[src/rtl/fog_lut_sequencer_pkg.sv]
// Shared definitions for the fog LUT reload sequencer: state encoding and default LUT geometry,
// so the command parser, driver and sequencer agree on the LUT size.
package fog_lut_sequencer_pkg;

    localparam int FOG_LUT_WORDS_DEFAULT    = 66;
    localparam int FOG_LUT_DATA_WIDTH       = 32;
    localparam int FOG_DRAIN_CYCLES_DEFAULT = 6;

    typedef enum logic [2:0] {
        ST_IDLE   = 3'd0,
        ST_DRAIN  = 3'd1,
        ST_STREAM = 3'd2,
        ST_FLUSH  = 3'd3,
        ST_DONE   = 3'd4
    } fog_seq_state_e;

endpackage

[src/rtl/fog_lut_sequencer.sv]
// Stalls the pixel pipeline, waits for the fog pipeline to drain, then forwards exactly
// LUT_WORDS payload words to the fog unit's LUT port, terminated by tlast.
module fog_lut_sequencer
    import fog_lut_sequencer_pkg::*;
#(
    parameter int LUT_WORDS    = FOG_LUT_WORDS_DEFAULT,
    parameter int DATA_WIDTH   = FOG_LUT_DATA_WIDTH,
    parameter int DRAIN_CYCLES = FOG_DRAIN_CYCLES_DEFAULT
) (
    input  logic                  aclk,
    input  logic                  resetn,

    input  logic                  s_cmd_axis_tvalid,
    output logic                  s_cmd_axis_tready,
    input  logic                  s_cmd_axis_tlast,
    input  logic [DATA_WIDTH-1:0] s_cmd_axis_tdata,

    output logic                  m_fog_lut_axis_tvalid,
    input  logic                  m_fog_lut_axis_tready,
    output logic                  m_fog_lut_axis_tlast,
    output logic [DATA_WIDTH-1:0] m_fog_lut_axis_tdata,

    input  logic                  pipe_busy,
    output logic                  pipe_hold,
    output logic                  load_done,
    output logic                  load_error,

    output logic [2:0]            dbg_state_o
);

    localparam int WORD_W  = $clog2(LUT_WORDS);
    localparam int DRAIN_W = $clog2(DRAIN_CYCLES + 1);

    localparam logic [WORD_W-1:0]  LAST_WORD  = WORD_W'(LUT_WORDS - 1);
    localparam logic [DRAIN_W-1:0] LAST_DRAIN = DRAIN_W'(DRAIN_CYCLES - 1);

    // Handshake: a transfer happens on a cycle where valid and ready are both high; valid never
    // depends on ready. In STREAM the two channels are wired straight through, so the payload
    // source sees the fog unit's ready unchanged and a stalled fog unit stalls the source.

    fog_seq_state_e        state_q, state_d;
    logic [WORD_W-1:0]     word_cnt_q, word_cnt_d;
    logic [DRAIN_W-1:0]    drain_cnt_q, drain_cnt_d;
    logic                  load_error_q, load_error_d;
    logic                  load_done_q;
    logic                  beat;
    logic                  at_last_word;

    assign beat         = s_cmd_axis_tvalid & m_fog_lut_axis_tready;
    assign at_last_word = (word_cnt_q == LAST_WORD);

    always_ff @(posedge aclk or negedge resetn) begin
        if (!resetn) begin
            state_q      <= ST_IDLE;
            word_cnt_q   <= '0;
            drain_cnt_q  <= '0;
            load_error_q <= 1'b0;
            load_done_q  <= 1'b0;
        end else begin
            state_q      <= state_d;
            word_cnt_q   <= word_cnt_d;
            drain_cnt_q  <= drain_cnt_d;
            load_error_q <= load_error_d;
            load_done_q  <= (state_d == ST_DONE);
        end
    end

    always_comb begin
        state_d               = state_q;
        word_cnt_d            = word_cnt_q;
        drain_cnt_d           = drain_cnt_q;
        load_error_d          = load_error_q;
        s_cmd_axis_tready     = 1'b0;
        m_fog_lut_axis_tvalid = 1'b0;
        m_fog_lut_axis_tlast  = 1'b0;
        m_fog_lut_axis_tdata  = '0;
        pipe_hold             = 1'b0;

        unique case (state_q)
            ST_IDLE: begin
                if (s_cmd_axis_tvalid) begin
                    state_d      = ST_DRAIN;
                    load_error_d = 1'b0;
                    drain_cnt_d  = '0;
                end
            end

            ST_DRAIN: begin
                pipe_hold = 1'b1;
                // Any busy cycle restarts the count: the idle cycles must be consecutive.
                if (pipe_busy) begin
                    drain_cnt_d = '0;
                end else if (drain_cnt_q == LAST_DRAIN) begin
                    state_d    = ST_STREAM;
                    word_cnt_d = '0;
                end else begin
                    drain_cnt_d = drain_cnt_q + DRAIN_W'(1);
                end
            end

            ST_STREAM: begin
                pipe_hold             = 1'b1;
                m_fog_lut_axis_tvalid = s_cmd_axis_tvalid;
                s_cmd_axis_tready     = m_fog_lut_axis_tready;
                m_fog_lut_axis_tdata  = s_cmd_axis_tdata;
                m_fog_lut_axis_tlast  = at_last_word | s_cmd_axis_tlast;
                if (beat) begin
                    if (at_last_word) begin
                        // Fog unit always receives exactly LUT_WORDS; surplus goes to FLUSH.
                        state_d = s_cmd_axis_tlast ? ST_DONE : ST_FLUSH;
                        if (!s_cmd_axis_tlast) begin
                            load_error_d = 1'b1;
                        end
                    end else if (s_cmd_axis_tlast) begin
                        state_d      = ST_DONE;
                        load_error_d = 1'b1;
                    end else begin
                        word_cnt_d = word_cnt_q + WORD_W'(1);
                    end
                end
            end

            ST_FLUSH: begin
                pipe_hold         = 1'b1;
                s_cmd_axis_tready = 1'b1;
                if (s_cmd_axis_tvalid && s_cmd_axis_tlast) begin
                    state_d = ST_DONE;
                end
            end

            ST_DONE: begin
                pipe_hold = 1'b1;
                state_d   = ST_IDLE;
            end

            default: begin
                state_d = ST_IDLE;
            end
        endcase
    end

    assign load_done   = load_done_q;
    assign load_error  = load_error_q;
    assign dbg_state_o = state_q;

endmodule

[config.mk]
export PLATFORM = sky130hd
export DESIGN_NAME = fog_lut_sequencer
export DESIGN_NICKNAME = d
export VERILOG_FILES = /design/src/rtl/fog_lut_sequencer_pkg.sv /design/src/rtl/fog_lut_sequencer.sv
export SDC_FILE = /design/constraint.sdc
export NUM_CORES = 1
export LEC_CHECK = 0
export ABC_AREA = 1
export CAP_MARGIN = 10
export CELL_PAD_IN_SITES_DETAIL_PLACEMENT = 0
export CELL_PAD_IN_SITES_GLOBAL_PLACEMENT = 1
export CORE_UTILIZATION = 23
export CTS_BUF_LIST = sky130_fd_sc_hd__clkbuf_4 sky130_fd_sc_hd__clkbuf_8 sky130_fd_sc_hd__clkbuf_16
export DETAILED_ROUTE_END_ITERATION = 7
export PLACE_DENSITY_LB_ADDON = 0.1
export SLEW_MARGIN = 30
export SYNTH_ARGS = -nofsm -noshare
export SYNTH_HDL_FRONTEND = slang
export SYNTH_SLANG_ARGS = --single-unit
export TNS_END_PERCENT = 100
[constraint.sdc]
create_clock -name aclk -period 1.7 [get_ports aclk]
set_input_delay 0.425 -clock aclk [delete_from_list [all_inputs] [get_ports aclk]]
set_output_delay 0.425 -clock aclk [all_outputs]
set_load 0.02 [all_outputs]
==> results of run 1 <==
## cell type report
class	instances	area share
inverters	47	0.06726
well taps	67	0.03151
clock buffers	4	0.01834
flip-flops and latches	15	0.1421
multi-input cells	129	0.3293
repair buffers	113	0.4116
## cells by family (layout without fill, tap and decap cells)
kind of cell	Yosys count	in the layout	synth area share
AND/OR/NAND/NOR	109	109	0.3846
buffers and inverters	51	164	0.1622
flip-flops	15	15	0.3119
AO/OA/AOI/OAI	10	10	0.05509
XOR/XNOR	5	5	0.03638
adder cells (fa/ha/maj)	4	4	0.04158
multiplexers	1	1	0.008316
## per-layer routing
layer	wire length (um)	track usage	share of wire	up-vias
met5	0	0	0	-
met4	13	0.01887	0.0032	0
met3	147	0.03388	0.036	2
met2	2170	0.2747	0.53	26
met1	1761	0.1894	0.43	687
li1	-	-	-	798
## state kept, by name, summed over array words and instances (netlist names)
| signal | count |
|---|---|
| load_done | 1 |
| load_error | 1 |
| dbg_state_o | 3 |
| drain_cnt_q | 3 |
| word_cnt_q | 7 |
## synthesized netlist by cell type (all sizes together)
cell     n
clkbuf   1
dfrtp   15
inv     47
xor2     4
ha       4
nor3     2
a21oi    1
nand3b   1
a211oi   2
nand2   46
nand4    4
mux2i    1
xnor2    1
nand3    7
nor2    49
o21ai    5
o22ai    1
o211ai   1
buf      3
## where the power goes
part | internal (uW) | switching [uW]
registers | 391 | 27.3
clock network | 182 | 139
logic | 306 | 292
## repair_timing
| item | CTS | global route |
|---|---|---|
| pin swaps | 2 | 6 |
| gates resized for setup | 218 | 25 |
| endpoints found under the setup margin | 39 | 43 |
| buffers inserted | 0 | 2 |
## placed cells by master (no fill, tap or decap), types with 2 or more instances in the layout
| cell | synthesis | layout |
|---|---|---|
| buf_6 | 0 | 32 |
| dfrtp_1 | 15 | 13 |
| o21ai_0 | 3 | 3 |
| dlygate4sd2_1 | 0 | 3 |
| inv_2 | 1 | 4 |
| a211oi_1 | 2 | 2 |
| nor2_4 | 2 | 25 |
| nand2_2 | 1 | 5 |
| nand3_1 | 6 | 5 |
| buf_4 | 0 | 37 |
| nor2_1 | 47 | 16 |
| ha_1 | 4 | 4 |
| nand4_1 | 3 | 3 |
| nor2_2 | 0 | 8 |
| buf_12 | 0 | 2 |
| clkdlybuf4s50_1 | 0 | 39 |
| xor2_1 | 4 | 4 |
| clkbuf_8 | 0 | 3 |
| nor3_1 | 2 | 2 |
| nand2_1 | 45 | 41 |
| dfrtp_2 | 0 | 2 |
| inv_1 | 46 | 42 |
## worst min-delay path by stage
stage | to | cells after the start
2_1_floorplan | dbg_state_o[0] | 0
3_3_place_gp | load_error | 2
3_5_place_dp | load_error | 2
4_1_cts | load_error | 2
5_1_grt | load_error | 2
6_report | load_error | 2
## stage by stage
step                utilization  std cells  power, uW  setup slack, ps  cell area (um^2)
finish                   0.5451        375       1337           -110.0              2660
global route             0.5451        375       1420           -184.2              2660
CTS                      0.5236        374       1295           -99.93              2555
detailed placement       0.5087        370      980.1           -528.4              2482
global placement         0.5087        370      976.2           -528.0              2482
floorplan                     -        195      674.5           -22.46              1389
## worst max-delay path, delay by kind of cell (launching register included)
| kind | cells | cell delay [ps] |
|---|---|---|
| simple gates | 3 | 280 |
| buf+inv | 4 | 440 |
| flops | 1 | 410 |
==> metrics.md, run 1 <==
| Metric | Value |
|---|---|
| DRC errors left | 0 |
| Reg2reg path depth | 11 |
| Fmax | 0.5525 GHz |
| Io pins | 79 |
| FF+latch count, synth | 15 |
| Outcome | finished, violations left |
| Final HPWL DP | 3217 um |
| Hold path startpoint | load_error |
| CP Launch Point | dbg_state_o[2] |
| Worst-path cell chain | inv_2 > nand2_2 > nor2_4 > inv_4 > buf_12 > nor2_4 > buf_6 |
| H-tree depth | 1 |
| TritonCTS clock tree | done |
| Final setup fails | 31 |
| Synth Warn # | 0 |
| Port Buf Inserts | 78 |
| Slowest-stage cell, CP | dfrtp_2 |
| Placer Congestion | 0.7007 |
| Final Skew | 2.119 ps |
| Most used cell, CP | nor2_4 |
| Crit start category | register |
| Detailed Route WL | 4093 um |
| Share of the synthesized area in the top cell type | 0.3119 |
| Clock root cell | clkbuf_8 |
| Post-synthesis cell count | 195 |
| Final hold violations | 0 |
| Cell Rows | 25 |
| First-pass GRT wire length | 6499 um |
| Via density | 4.035 |
| N_diodes | 0 |
| Die height | 74.34 um |
| FF+latch area | 377.9 um^2 |
| Largest net degree at the start of global routing | 16 |
| Reg-to-reg endpoint | word_cnt_q[3] |
| Fin Setup TNS | -2593 ps |
| Max-Cap Viols | 0 |
| Worst-path clk slew | 70 ps |
| Die width | 74.34 um |
| TritonRoute pass-1 iters | 7 |
| Fin crit period | 1810 ps |
| Syn nets | 237 |
| Clk_lat worst skew | 250 ps |
| Setup Crit Path Kind | reg2out |
| Die area | 5526 um^2 |
| Final worst slack | -110.0 ps |
| Hold Worst Slack | 476.4 ps |
| Reg2reg start | dbg_state_o[2] |
| HP Class | reg2reg |
| Area taken by multi-input logic gates | 875.8 um^2 |
| Period Utilization, post-route | 1.065 |
| Leak pwr | 0.001318 uW |
| Mapped Area | 1204 um^2 |
| Crit-path max FO | 12 |
| Leading area contributor after synthesis | dfrtp_1 |
| Top post-synthesis cells by area | dfrtp_1 31%, nor2_1 15%, inv_1 14% |
| Layout cells sized above 1 | 0.4091 |
| Maximum vdd drop | 0.6436 mV |
| Failing checks | negative setup slack |
| Rel. slew slack | 0.8352 |
| Pwr dens | 502.8 nW/um^2 |
| Global route overflow | 0 |
| WP data arrival | 1380 ps |
| Final ANT Viol Nets | 0 |
| Reg2reg setup slack | 70 ps |
| Sequential area share after synthesis | 0.3119 |
| Hold Buf Count CTS | 0 |
| Pins over their slew limit | 0 |
| Longest Clk Path Bufs | 2 |
| Vias in the first global route | 1434 |
| Routed vias | 1513 |
| Core area | 4880 um^2 |
| Filler instances | 496 |
| Avg Cell Area, Syn | 6.173 um^2 |
| Max incr delay on CP | 410 ps |
| Total track usage | 0.1518 |
| Initial Utilization | 0.2467 |
| RSZ-0062 raised after global routing | true |
| Initial antenna violation count | 0 |
| Distinct cells, synth | 25 |
| Final net count | 351 |
| DRT iter0 DRCs | 28 |
| Drt wl/cell | 10.91 um |
| CTS sink cnt | 15 |
| CP Capture Type | output port |
| CP endpoint | m_fog_lut_axis_tdata[18] |
| Synth-to-Final Area Change | 121.0% |
| Critical Path RT | 1270 ps |
| Least-Margin Pin Slew | 246.3 ps |
| Clock buffer count from CTS | 3 |
Power figures use the tool's default switching activity.
==> run 2, diff against run 1 <==
--- a/config.mk
+++ b/config.mk
@@ -9,9 +9,11 @@
 export CAP_MARGIN = 10
 export CELL_PAD_IN_SITES_DETAIL_PLACEMENT = 0
 export CELL_PAD_IN_SITES_GLOBAL_PLACEMENT = 1
+export CORE_MARGIN = 3
 export CORE_UTILIZATION = 23
 export CTS_BUF_LIST = sky130_fd_sc_hd__clkbuf_4 sky130_fd_sc_hd__clkbuf_8 sky130_fd_sc_hd__clkbuf_16
 export DETAILED_ROUTE_END_ITERATION = 7
+export GPL_TIMING_DRIVEN = 0
 export PLACE_DENSITY_LB_ADDON = 0.1
 export SLEW_MARGIN = 30
 export SYNTH_ARGS = -nofsm -noshare
==> constraint.sdc (replaced) <==
create_clock -name aclk -period 1.9 [get_ports aclk]
set_input_delay 0.475 -clock aclk [delete_from_list [all_inputs] [get_ports aclk]]
set_output_delay 0.475 -clock aclk [all_outputs]
set_load 0.02 [all_outputs]
==> run 2 against run 1 <==
The flow still finishes with violations (negative setup slack); via count is 0.40% lower; utilization is 4.0 points lower; routed wire length is 9.1% higher; combinational power is 27% lower; register-to-register slack better by 180 ps; critical endpoint is now m_fog_lut_axis_tdata[10]; non-clock buffer count is 15 lower; cell area is 7.3% lower; setup slack better by 94 ps; first-iteration DRC count is 46% higher.
==> metrics.md, run 2 (synthesized netlist as in run 1, its figures left out) <==
| Metric | Value |
|---|---|
| Initial antenna violation count | 0 |
| Least-Margin Pin Slew | 719.9 ps |
| Most common cell after layout, fill and taps aside | inv_1 |
| Hold Path End | load_error |
| Drt wl/cell | 12.41 um |
| Pwr dens | 442.2 nW/um^2 |
| Overall Power | 1091 uW |
| Outcome | finished, violations left |
| Vias in the first global route | 1456 |
| Pins over their slew limit | 0 |
| CP Capture Type | output port |
| Leak pwr | 0.001255 uW |
| Initial Utilization | 0.2467 |
| CTS sink cnt | 15 |
| Placer Congestion | 0.7283 |
| DRC errors left | 0 |
| Final Skew | 2.350 ps |
| Via density | 4.186 |
| Final hold violations | 0 |
| Fmax | 0.5220 GHz |
| Total track usage | 0.1412 |
| Crit-path max FO | 8 |
| Synth-to-Final Area Change | 104.9% |
| Final net count | 336 |
| Cell Rows | 25 |
| Detailed Route WL | 4466 um |
| N_diodes | 0 |
| Global route overflow | 0 |
| Final setup fails | 5 |
| Hold depth | 2 |
| Reg-to-reg endpoint | word_cnt_q[1] |
| Failing checks | negative setup slack |
| Rel. slew slack | 0.5185 |
| Max incr delay on CP | 400 ps |
| Critical Path RT | 1420 ps |
| Routed vias | 1507 |
| Longest Clk Path Bufs | 2 |
| TritonRoute pass-1 iters | 4 |
| Setup Crit Path Kind | reg2out |
| Die height | 78.34 um |
| Most frequent cells in the layout | 43 x inv_1, 42 x nand2_1, 41 x clkdlybuf4s50_1 |
| Hold path startpoint | load_error |
| Final HPWL DP | 3115 um |
| Largest net degree at the start of global routing | 16 |
| Die width | 78.34 um |
| DRT iter0 DRCs | 41 |
| Clock root cell | clkbuf_8 |
| Max reg flops | 7 |
| Crit start category | register |
| Reg2reg path depth | 8 |
| RSZ-0062 raised after global routing | true |
| Worst-path clk slew | 60 ps |
| Clk_lat worst skew | 240 ps |
| Worst-path cell chain | inv_2 > nand2_4 > nor2_4 > inv_2 > buf_12 > clkbuf_16 > nor2_4 > buf_6 |
| Placed inst area | 2068 um^2 |
| Fin crit period | 1916 ps |
| HP Class | reg2reg |
| Max-Cap Viols | 0 |
| Reg2reg start | dbg_state_o[1] |
| Final worst slack | -15.68 ps |
| Largest Register | word_cnt_q |
| WP data arrival | 1440 ps |
| Final ANT Viol Nets | 0 |
| Dpl ws | -565.4 ps |
| Delay-heaviest family, CP | buffers and inverters |
| Hold Buf Count CTS | 0 |
| Slowest-stage cell, CP | dfrtp_1 |
| H-tree depth | 1 |
| Core area | 4880 um^2 |
| Period Utilization, post-route | 1.008 |
| Port Buf Inserts | 78 |
| Die area | 6137 um^2 |
| Maximum vdd drop | 0.3477 mV |
| First-pass GRT wire length | 7107 um |
| TritonCTS clock tree | done |
| Layout cells sized above 1 | 0.3311 |
| Clock buffer count from CTS | 3 |
| Reg2reg setup slack | 250 ps |
| Buf/Inv on CP | 5 |
| Io pins | 79 |
| Design area | 2466 um^2 |
## run 2: metrics by stage
step | util | TNS, ps | hold WS (ps) | std cells
CTS | 0.4636 | -628.9 | 482.7 | 354
detailed placement | 0.4238 | -16190 | 463.6 | 340
finish | 0.5054 | -62.80 | 477.0 | 360
floorplan | - | -1001 | 179.4 | 195
global route | 0.5054 | -1241 | 504.3 | 360
global placement | 0.4238 | -16250 | 466.9 | 340
## run 2: layer usage
layer,up-vias,GRT usage,wire length [um],share of wire
li1,769,-,-,-
met1,672,0.1744,1930,0.43
met2,62,0.2457,2140,0.48
met3,4,0.03899,368,0.082
met4,0,0.02797,26,0.0058
met5,-,0,0,0
## run 2: worst register-to-register path, delay by kind of cell, from the launching register on
family | cells | cell delay (ps)
buffers and inverters | 2 | 320
AOI/OAI and AO/OA | 1 | 160
DFF | 1 | 430
and+or+nand+nor | 5 | 640
## run 2: report_power, final
part	total, uW	switching, uW	internal (uW)
clock	277	114	163
sequential	379	30.2	349
combinational	434	228	206
## run 2: timing repair
action	in CTS	in global routing
gates resized for setup	220	40
pin swaps	2	2
gates cloned	1	1
setup buffers	9	5
endpoints found under the setup margin	36	35
## run 2: how the worst max path moves through the flow
stage                      from                        to  slack [ps]  cells past startpoint
2_1_floorplan    dbg_state_o[2]   m_fog_lut_axis_tdata[0]         -50                      7
5_1_grt          dbg_state_o[2]  m_fog_lut_axis_tdata[10]         -70                      8
3_3_place_gp   s_cmd_axis_tlast      m_fog_lut_axis_tlast        -580                      6
3_5_place_dp   s_cmd_axis_tlast      m_fog_lut_axis_tlast        -570                      6
6_report         dbg_state_o[2]  m_fog_lut_axis_tdata[10]         -20                      8
4_1_cts          dbg_state_o[2]  m_fog_lut_axis_tdata[15]         -60                      8
## run 2: layout make-up
| type | instances | area, um^2 |
|---|---|---|
| flip-flops and latches | 15 | 375.4 |
| inverters | 47 | 176.4 |
| repair buffers | 94 | 908.4 |
| well taps | 67 | 83.83 |
| multi-input cells | 129 | 805.8 |
| plain buffers | 4 | 67.56 |
| fillers | 482 | 2414 |
| clock buffers | 4 | 48.80 |
==> run 3, diff against run 2 <==
--- a/config.mk
+++ b/config.mk
@@ -6,10 +6,9 @@
 export NUM_CORES = 1
 export LEC_CHECK = 0
 export ABC_AREA = 1
-export CAP_MARGIN = 10
 export CELL_PAD_IN_SITES_DETAIL_PLACEMENT = 0
 export CELL_PAD_IN_SITES_GLOBAL_PLACEMENT = 1
-export CORE_MARGIN = 3
+export CORE_MARGIN = 2
 export CORE_UTILIZATION = 23
 export CTS_BUF_LIST = sky130_fd_sc_hd__clkbuf_4 sky130_fd_sc_hd__clkbuf_8 sky130_fd_sc_hd__clkbuf_16
 export DETAILED_ROUTE_END_ITERATION = 7
==> run 3 against run 2 <==
Highest routed layer unchanged; critical path type unchanged; first-iteration DRC count is 15% lower; largest power group unchanged; utilization fell by 1.9 points; clock skew down 0.94 ps; the flow still finishes with violations (negative setup slack); combinational power about the same; sequential cell count is the same.
==> metrics.md, run 3 (synthesized netlist as in run 1, its figures left out) <==
| Metric | Value |
|---|---|
| Outcome | finished, violations left |
| Failing checks | negative setup slack |
| Final HPWL DP | 2955 um |
| Initial antenna violation count | 0 |
| Pins over their slew limit | 0 |
| FF+latch area | 375.4 um^2 |
| Overall Power | 1098 uW |
| RSZ-0062 raised after global routing | true |
| Maximum vdd drop | 0.4809 mV |
| Final ANT Viol Nets | 0 |
| Critical Path RT | 1420 ps |
| Die area | 5828 um^2 |
| Die width | 76.34 um |
| Setup Crit Path Kind | reg2out |
| Port Buf Inserts | 78 |
| Longest Clk Path Bufs | 2 |
| Layout cells sized above 1 | 0.3322 |
| Max reg flops | 7 |
| Total track usage | 0.1414 |
| Die height | 76.34 um |
| Period Utilization, post-route | 1.002 |
| Final net count | 335 |
| Io pins | 79 |
| Vias in the first global route | 1441 |
| Final Skew | 1.407 ps |
| Via density | 4.039 |
| Initial Utilization | 0.2372 |
| Worst-path cell chain | inv_2 > nand2_4 > nor2_4 > inv_2 > buf_12 > buf_12 > nor2_4 > buf_6 |
| Final setup fails | 5 |
| Slowest-stage cell, CP | dfrtp_1 |
| First-pass GRT wire length | 6789 um |
| Cell Rows | 26 |
| Area taken by multi-input logic gates | 808.3 um^2 |
| Global route overflow | 0 |
| CTS sink cnt | 15 |
| Crit-path max FO | 8 |
| Largest Register | word_cnt_q |
| Clock buffer count from CTS | 3 |
| Core area | 5075 um^2 |
| HP Class | reg2reg |
| Drt wl/cell | 11.51 um |
| Most frequent cells in the layout | 43 x inv_1, 41 x nand2_1, 41 x clkdlybuf4s50_1 |
| Least-Margin Pin Slew | 724.5 ps |
| N_diodes | 0 |
| Hold Buf Count CTS | 0 |
| DRT iter0 DRCs | 35 |
| DRC errors left | 0 |
| Fin crit period | 1904 ps |
| Design area | 2470 um^2 |
| Max incr delay on CP | 400 ps |
| Routed vias | 1462 |
| Detailed Route WL | 4168 um |
| Placed inst area | 2072 um^2 |
| Rel. slew slack | 0.5155 |
| TritonCTS clock tree | done |
| Pwr dens | 444.5 nW/um^2 |
| Synth-to-Final Area Change | 105.2% |
| H-tree depth | 1 |
| Hold Worst Slack | 480.4 ps |
| Clock root cell | clkbuf_8 |
| Max-Cap Viols | 0 |
| Filler instances | 526 |
| TritonRoute pass-1 iters | 4 |
| Dpl ws | -543.9 ps |
| Final hold violations | 0 |
| CP Capture Type | output port |
| Final worst slack | -4.026 ps |
| Clk_lat worst skew | 250 ps |
| Worst-path clk slew | 60 ps |
| Fmax | 0.5252 GHz |
| Largest net degree at the start of global routing | 16 |
| Leak pwr | 0.001247 uW |
| Placer Congestion | 0.7111 |
| Crit start category | register |
| Most common cell after layout, fill and taps aside | inv_1 |
| WP data arrival | 1430 ps |
run 3: changes by cell type in the layout (fill, tap and decap cells not counted):
cell	delta
buf_2	-3
nand2_1	-1
buf_4	+2
buf_12	-1
nand2_2	+1
clkbuf_16	-1
ha_1	-1
buf_8	+1
nor2_1	+1
ha_2	+1
buf_16	+1
nor2_2	-1
run 3: timing repair:
action / CTS / global route
gates resized for setup: 240 / 24
setup buffers: 7 / 6
pin swaps: 2 / 4
cloned: 2 / 0
setup endpoints to repair: 36 / 35
run 3: path summary, 6_finish.rpt:
| check | start | endpoint | slack [ps] | cells after the start |
|---|---|---|---|---|
| worst max-delay path | dbg_state_o[2] | m_fog_lut_axis_tdata[18] | -4 | 8 |
| worst min-delay path | load_error | load_error | 480 | 2 |
| worst max register to register | dbg_state_o[2] | word_cnt_q[0] | 290 | 8 |
| worst min register to register | load_error | load_error | 480 | 2 |
| max in group asynchronous | resetn | word_cnt_q[6] | 790 | 1 |
| min in group asynchronous | resetn | drain_cnt_q[2] | 660 | 1 |
run 3: cell type report:
cell class,instances,share of cell area
plain buffers,4,0.02533
clock buffers,4,0.01976
repair buffers,93,0.3688
inverters,47,0.07143
multi-input cells,129,0.3273
well taps,70,0.03546
flip-flops and latches,15,0.1520
run 3: report_power, final:
| group | leakage [uW] | internal, uW | total, uW | switching, uW |
|---|---|---|---|---|
| Sequential | 0.000203 | 349 | 381 | 32.4 |
| Clock | 0.0000262 | 163 | 279 | 116 |
| Combinational | 0.00102 | 216 | 437 | 221 |
| Total | 0.00125 | 728 | 1100 | 370 |
run 3: through the flow:
stage / instances / TNS (ps) / utilization
6_report: 362 / -11.84 / 0.4867
5_1_grt: 362 / -1356 / 0.4867
4_1_cts: 356 / -529.4 / 0.4635
3_5_place_dp: 343 / -16060 / 0.4083
3_3_place_gp: 343 / -15670 / 0.4083
2_1_floorplan: 195 / -1001 / -
run 3: critical path, delay by kind of cell, from the launching register on:
family,cells,cell delay [ps]
buffers and inverters,5,540
and+or+nand+nor,3,240
DFF,1,400
run 3: per-layer routing:
layer	vias to the layer above	global-route usage	wire (um)
met1	639	0.1711	1814
met4	0	0.02727	27
met3	4	0.03318	257
li1	767	-	-
met5	-	0	0
met2	52	0.2558	2069
==> edit 1, RTL diff (flow settings as in run 1) <==
The package constant `FOG_DRAIN_CYCLES_DEFAULT` goes from 6 to 3.
--- a/src/rtl/fog_lut_sequencer_pkg.sv
+++ b/src/rtl/fog_lut_sequencer_pkg.sv
@@ -6,3 +6,3 @@
     localparam int FOG_LUT_DATA_WIDTH       = 32;
-    localparam int FOG_DRAIN_CYCLES_DEFAULT = 6;
+    localparam int FOG_DRAIN_CYCLES_DEFAULT = 3;
 
Formal check against the unedited RTL: not equivalent (a bounded check fails within 10 cycles, from zero or initial values and one cycle with resetn low).
==> edit 1 against run 1 <==
The flow still finishes with violations (negative setup slack). Setup slack gained 0.0054 ns. Synthesized area decreased by 1.4%. Global-route usage decreased by 2.0 points. Cell area shrank 1.3%. Routed wire length up 0.12%. Sequential cell count down 1. Maximum frequency increased by 0.30%. Cell count grew 1.9%. Critical endpoint is now m_fog_lut_axis_tlast.
Power is not compared: it rests on default switching activity, and its combinational part moved more than twofold at a synthesized area within 25%.
==> edit 1: results (changes against run 1) <==
* First-pass GRT wire length at 5.64 mm (-13%)
* Global Route Usage Sum at 13.2% (-2.0 points)
* Met1 Track Usage GR at 17.5% (-1.5 points)
* Post-synth top cells: nor2_1 (52), inv_1 (48), nand2_1 (43)
* Postcts setup bufs at 0 (unchanged)
* Reg-to-Reg Start: word_cnt_q[1]$_DFFE_PN0P_
* Critical Path End: m_fog_lut_axis_tlast
* Post-route setup slack at -0.105 ns (+0.00539 ns)
* IO buf count at 78 (unchanged)
* Vias in the first global route at 1,279 (-11%)
* Syn Nets at 243 (+2.5%)
* Layout area overhead at 121% (about the same)
* Placed Area at 2270 µm² (-8.7%)
* Synth Area in Compound Gates at 4.32% (-1.2 points)
* Synth Area in Adders at 3.16% (-1.0 points)
* Sequential area share after synthesis at 29.5% (-1.7 points)
* Fraction of layout cells with a size suffix above 1 at 39.4% (-1.5 points)
* Met2 usage at 21.4% (-6.1 points)
* Cell variety after synth at 23 (-8.0%)
* Post-detail-place hpwl at 2.95 mm (-8.2%)
* Skew final at 0.00331 ns (+0.00119 ns)
* Fin Hold WS at 0.485 ns (+0.00865 ns)
* Worst R2R Path Depth at 12 (+1)
* Setup-failing EPs final at 34 (+9.7%)
* Worst-Margin Slew at 0.366 ns (+0.120 ns)
* Crit. Startpoint: dbg_state_o[1]$_DFF_PN0_
* Largest net degree at the start of global routing at 33 (+17)
* Area contributors post-synth: dfrtp_1 (30%), nor2_1 (16%), inv_1 (15%)
* Average cell area after synthesis at 5.88 µm² (-4.8%)
* Pre-CTS setup slack at -0.449 ns (+0.0798 ns)
* Crit-path slowest cell: dfrtp_1
* Met2 wire length at 1.74 mm (-20%)
* Worst min path class: in -> async
* Status: finished with violations
* # nets final at 357 (+1.7%)
* Post-CTS sizing at 185 (-15%)
* Worst path max stage delay at 0.37 ns (-0.04 ns)
* Wirelength per Cell at 10.7 µm (-1.7%)
* Met3 usage in global routing at 3.29% (-0.095 points)
* Drt pass-1 iters at 4 (-3)
* XOR/XNOR Fraction of Synth Area at 2.21% (-1.4 points)
* Mux contribution to synthesized area at 0% (-0.83 points)
* CP Max Fanout at 5 (-7)
* FF-to-FF End: word_cnt_q[6]$_DFFE_PN0P_
* Starting DRC count in detailed routing at 27 (-3.6%)
* Routed vias at 1,561 (+3.2%)
* Post-Route Setup TNS at -1.78 ns (+0.809 ns)
* DRT met1 WL at 1.94 mm (+9.9%)
* CTS buffer count at 3 (unchanged)
* Fillers at 456 (-8.1%)
* Reg2reg setup slack at 0.15 ns (+0.08 ns)
* GP Congestion at 0.805 (+15%)
* Violated checks: negative setup slack
* DR vias/cell at 4.09 (+1.3%)
==> edit 1: changes by cell type in the layout (fill, tap and decap cells not counted), moves of 4 or more <==
cell	change
nor2_2	+8
inv_1	+6
nor2_4	-6
buf_6	-5
nand2_2	-4
==> edit 1: power by group through the flow <==
stage / registers [mW] / logic [mW] / clock network (mW)
finish: 0.461 / 2.72 / 0.339
global route: 0.469 / 2.91 / 0.359
CTS: 0.460 / 2.11 / 0.340
detailed placement: 0.464 / 2.19 / 0
global placement: 0.459 / 2.21 / 0
floorplan: 0.520 / 1.03 / 0
==> edit 1: logic make-up after synthesis <==
group                      Yosys count
AOI/OAI and AO/OA                    9
xor gates and xnor gates             3
adders and majority gates            3
buffers and inverters               56
DFF                                 14
and+or+nand+nor                    117
==> edit 1: layout make-up <==
class,count,area share [%]
Clock buffer,4,2.10
Inverter,51,7.29
Multi-Input combinational cell,132,31.0
Sequential cell,14,13.3
Tap cell,67,3.19
Timing Repair Buffer,114,43.1
==> edit 2, RTL diff (settings of run 1) <==
Without the edit above. Make the reset (`resetn`) synchronous in one clocked block.
--- a/src/rtl/fog_lut_sequencer.sv
+++ b/src/rtl/fog_lut_sequencer.sv
@@ -51,3 +51,3 @@
 
-    always_ff @(posedge aclk or negedge resetn) begin
+    always_ff @(posedge aclk) begin
         if (!resetn) begin
Check against the original RTL: differs if resetn is asserted again (counterexample within 4 cycles, from zero or initial values and one cycle with resetn low); with resetn held inactive, the same outputs for 10 cycles.
==> edit 2 against run 1 <==
The flow still finishes with violations (negative setup slack). Routed wire length decreased by 6.5%. Cell area down 7.1%. Synthesized area grew 1.5%. Setup slack better by 0.081 ns. Sequential cell count unchanged. Clock skew fell by 0.0014 ns. Critical path type unchanged.
Power is not compared: it rests on default switching activity, and its combinational part moved more than twofold at a synthesized area within 25%.
==> edit 2: results (changes against run 1) <==
* Mux contribution to synthesized area at 0% (-0.83 points)
* Post-detail-place hpwl at 3.09 mm (-3.9%)
* Met2 usage at 21.6% (-5.9 points)
* Cell variety after synth at 22 (-12%)
* Met2 wire length at 1.57 mm (-28%)
* Multi-In Gates at 141 (+9.3%)
* Routed vias at 1,576 (+4.2%)
* Placed Area at 2400 µm² (-3.2%)
* Dominant kind of cell: non-clock buffers
* DRT met1 WL at 1.76 mm (-0.28%)
* Syn Nets at 257 (+8.4%)
* WL met3 at 435 µm (+200%)
* Vias in the first global route at 1,300 (-9.3%)
* # nets final at 369 (+5.1%)
* Violated checks: negative setup slack
* Dpl cells at 391 (+5.7%)
* Largest net degree at the start of global routing at 24 (+8)
* Global Route Usage Sum at 13.7% (-1.5 points)
* Total wire length at 3.83 mm (-6.5%)
* Non-clock buffer share of cell area at 41.3% (+0.19 points)
* XOR/XNOR Fraction of Synth Area at 2.15% (-1.5 points)
* Status: finished with violations
* Met1 Track Usage GR at 17.8% (-1.1 points)
* Wirelength per Cell at 9.66 µm (-12%)
* Delay-heaviest family, CP: simple AND/OR/NAND/NOR gates
* Post-route setup slack at -0.0290 ns (+0.0810 ns)
* Worst-Margin Slew at 0.312 ns (+0.0654 ns)
* Crit-path slowest cell: dfxtp_2
* Area contributors post-synth: dfxtp_1 (25%), nor2_1 (17%), inv_1 (15%)
* Storage cell area at 307 µm² (-19%)
* Starting DRC count in detailed routing at 27 (-3.6%)
* Fillers at 545 (+9.9%)
* Non-clk bufs at 112 (-0.88%)
* Tap Cells at 70 (+4.5%)
* Pre-CTS setup slack at -0.485 ns (+0.0438 ns)
* CP Max Fanout at 2 (-10)
* Skew final at 0.000680 ns (-0.00144 ns)
* Met3 usage in global routing at 3.08% (-0.31 points)
* Setup-failing EPs final at 1 (-97%)
* Post-Route Setup TNS at -0.0290 ns (+2.56 ns)
* Inverters at 54 (+15%)
* Sequential area share after synthesis at 24.6% (-6.6 points)
* Drt pass-1 iters at 4 (-3)
* Sequential cell count at 15 (unchanged)
[edit 2: cell count changes in the layout (fill, tap and decap cells not counted), sizes merged, moves of 4 or more]
cell,delta
dfrtp,-15
a21oi,+9
dfxtp,+15
nor2,+8
nand4,-4
inv,+6
nand3,+11
nand2,-7
[edit 2: worst paths after layout]
kind / end / slack (ns) / from / cells past startpoint
setup / recovery: m_fog_lut_axis_tlast / -0.03 / word_cnt_q[1]$_SDFFE_PN0P_ / 9
hold / removal: load_error$_SDFFE_PN0P_ / 0.44 / load_error$_SDFFE_PN0P_ / 2
setup reg to reg: load_error$_SDFFE_PN0P_ / 0.24 / word_cnt_q[1]$_SDFFE_PN0P_ / 12
hold reg to reg: load_error$_SDFFE_PN0P_ / 0.44 / load_error$_SDFFE_PN0P_ / 2
[edit 2: timing repair]
| item | CTS | global route |
|---|---|---|
| hold buffers | 0 | 0 |
| resized for setup | 154 | 61 |
| setup buffers | 0 | 1 |
| endpoints found under the setup margin | 39 | 34 |
| pin swaps | 1 | 4 |
| cloned | 0 | 0 |
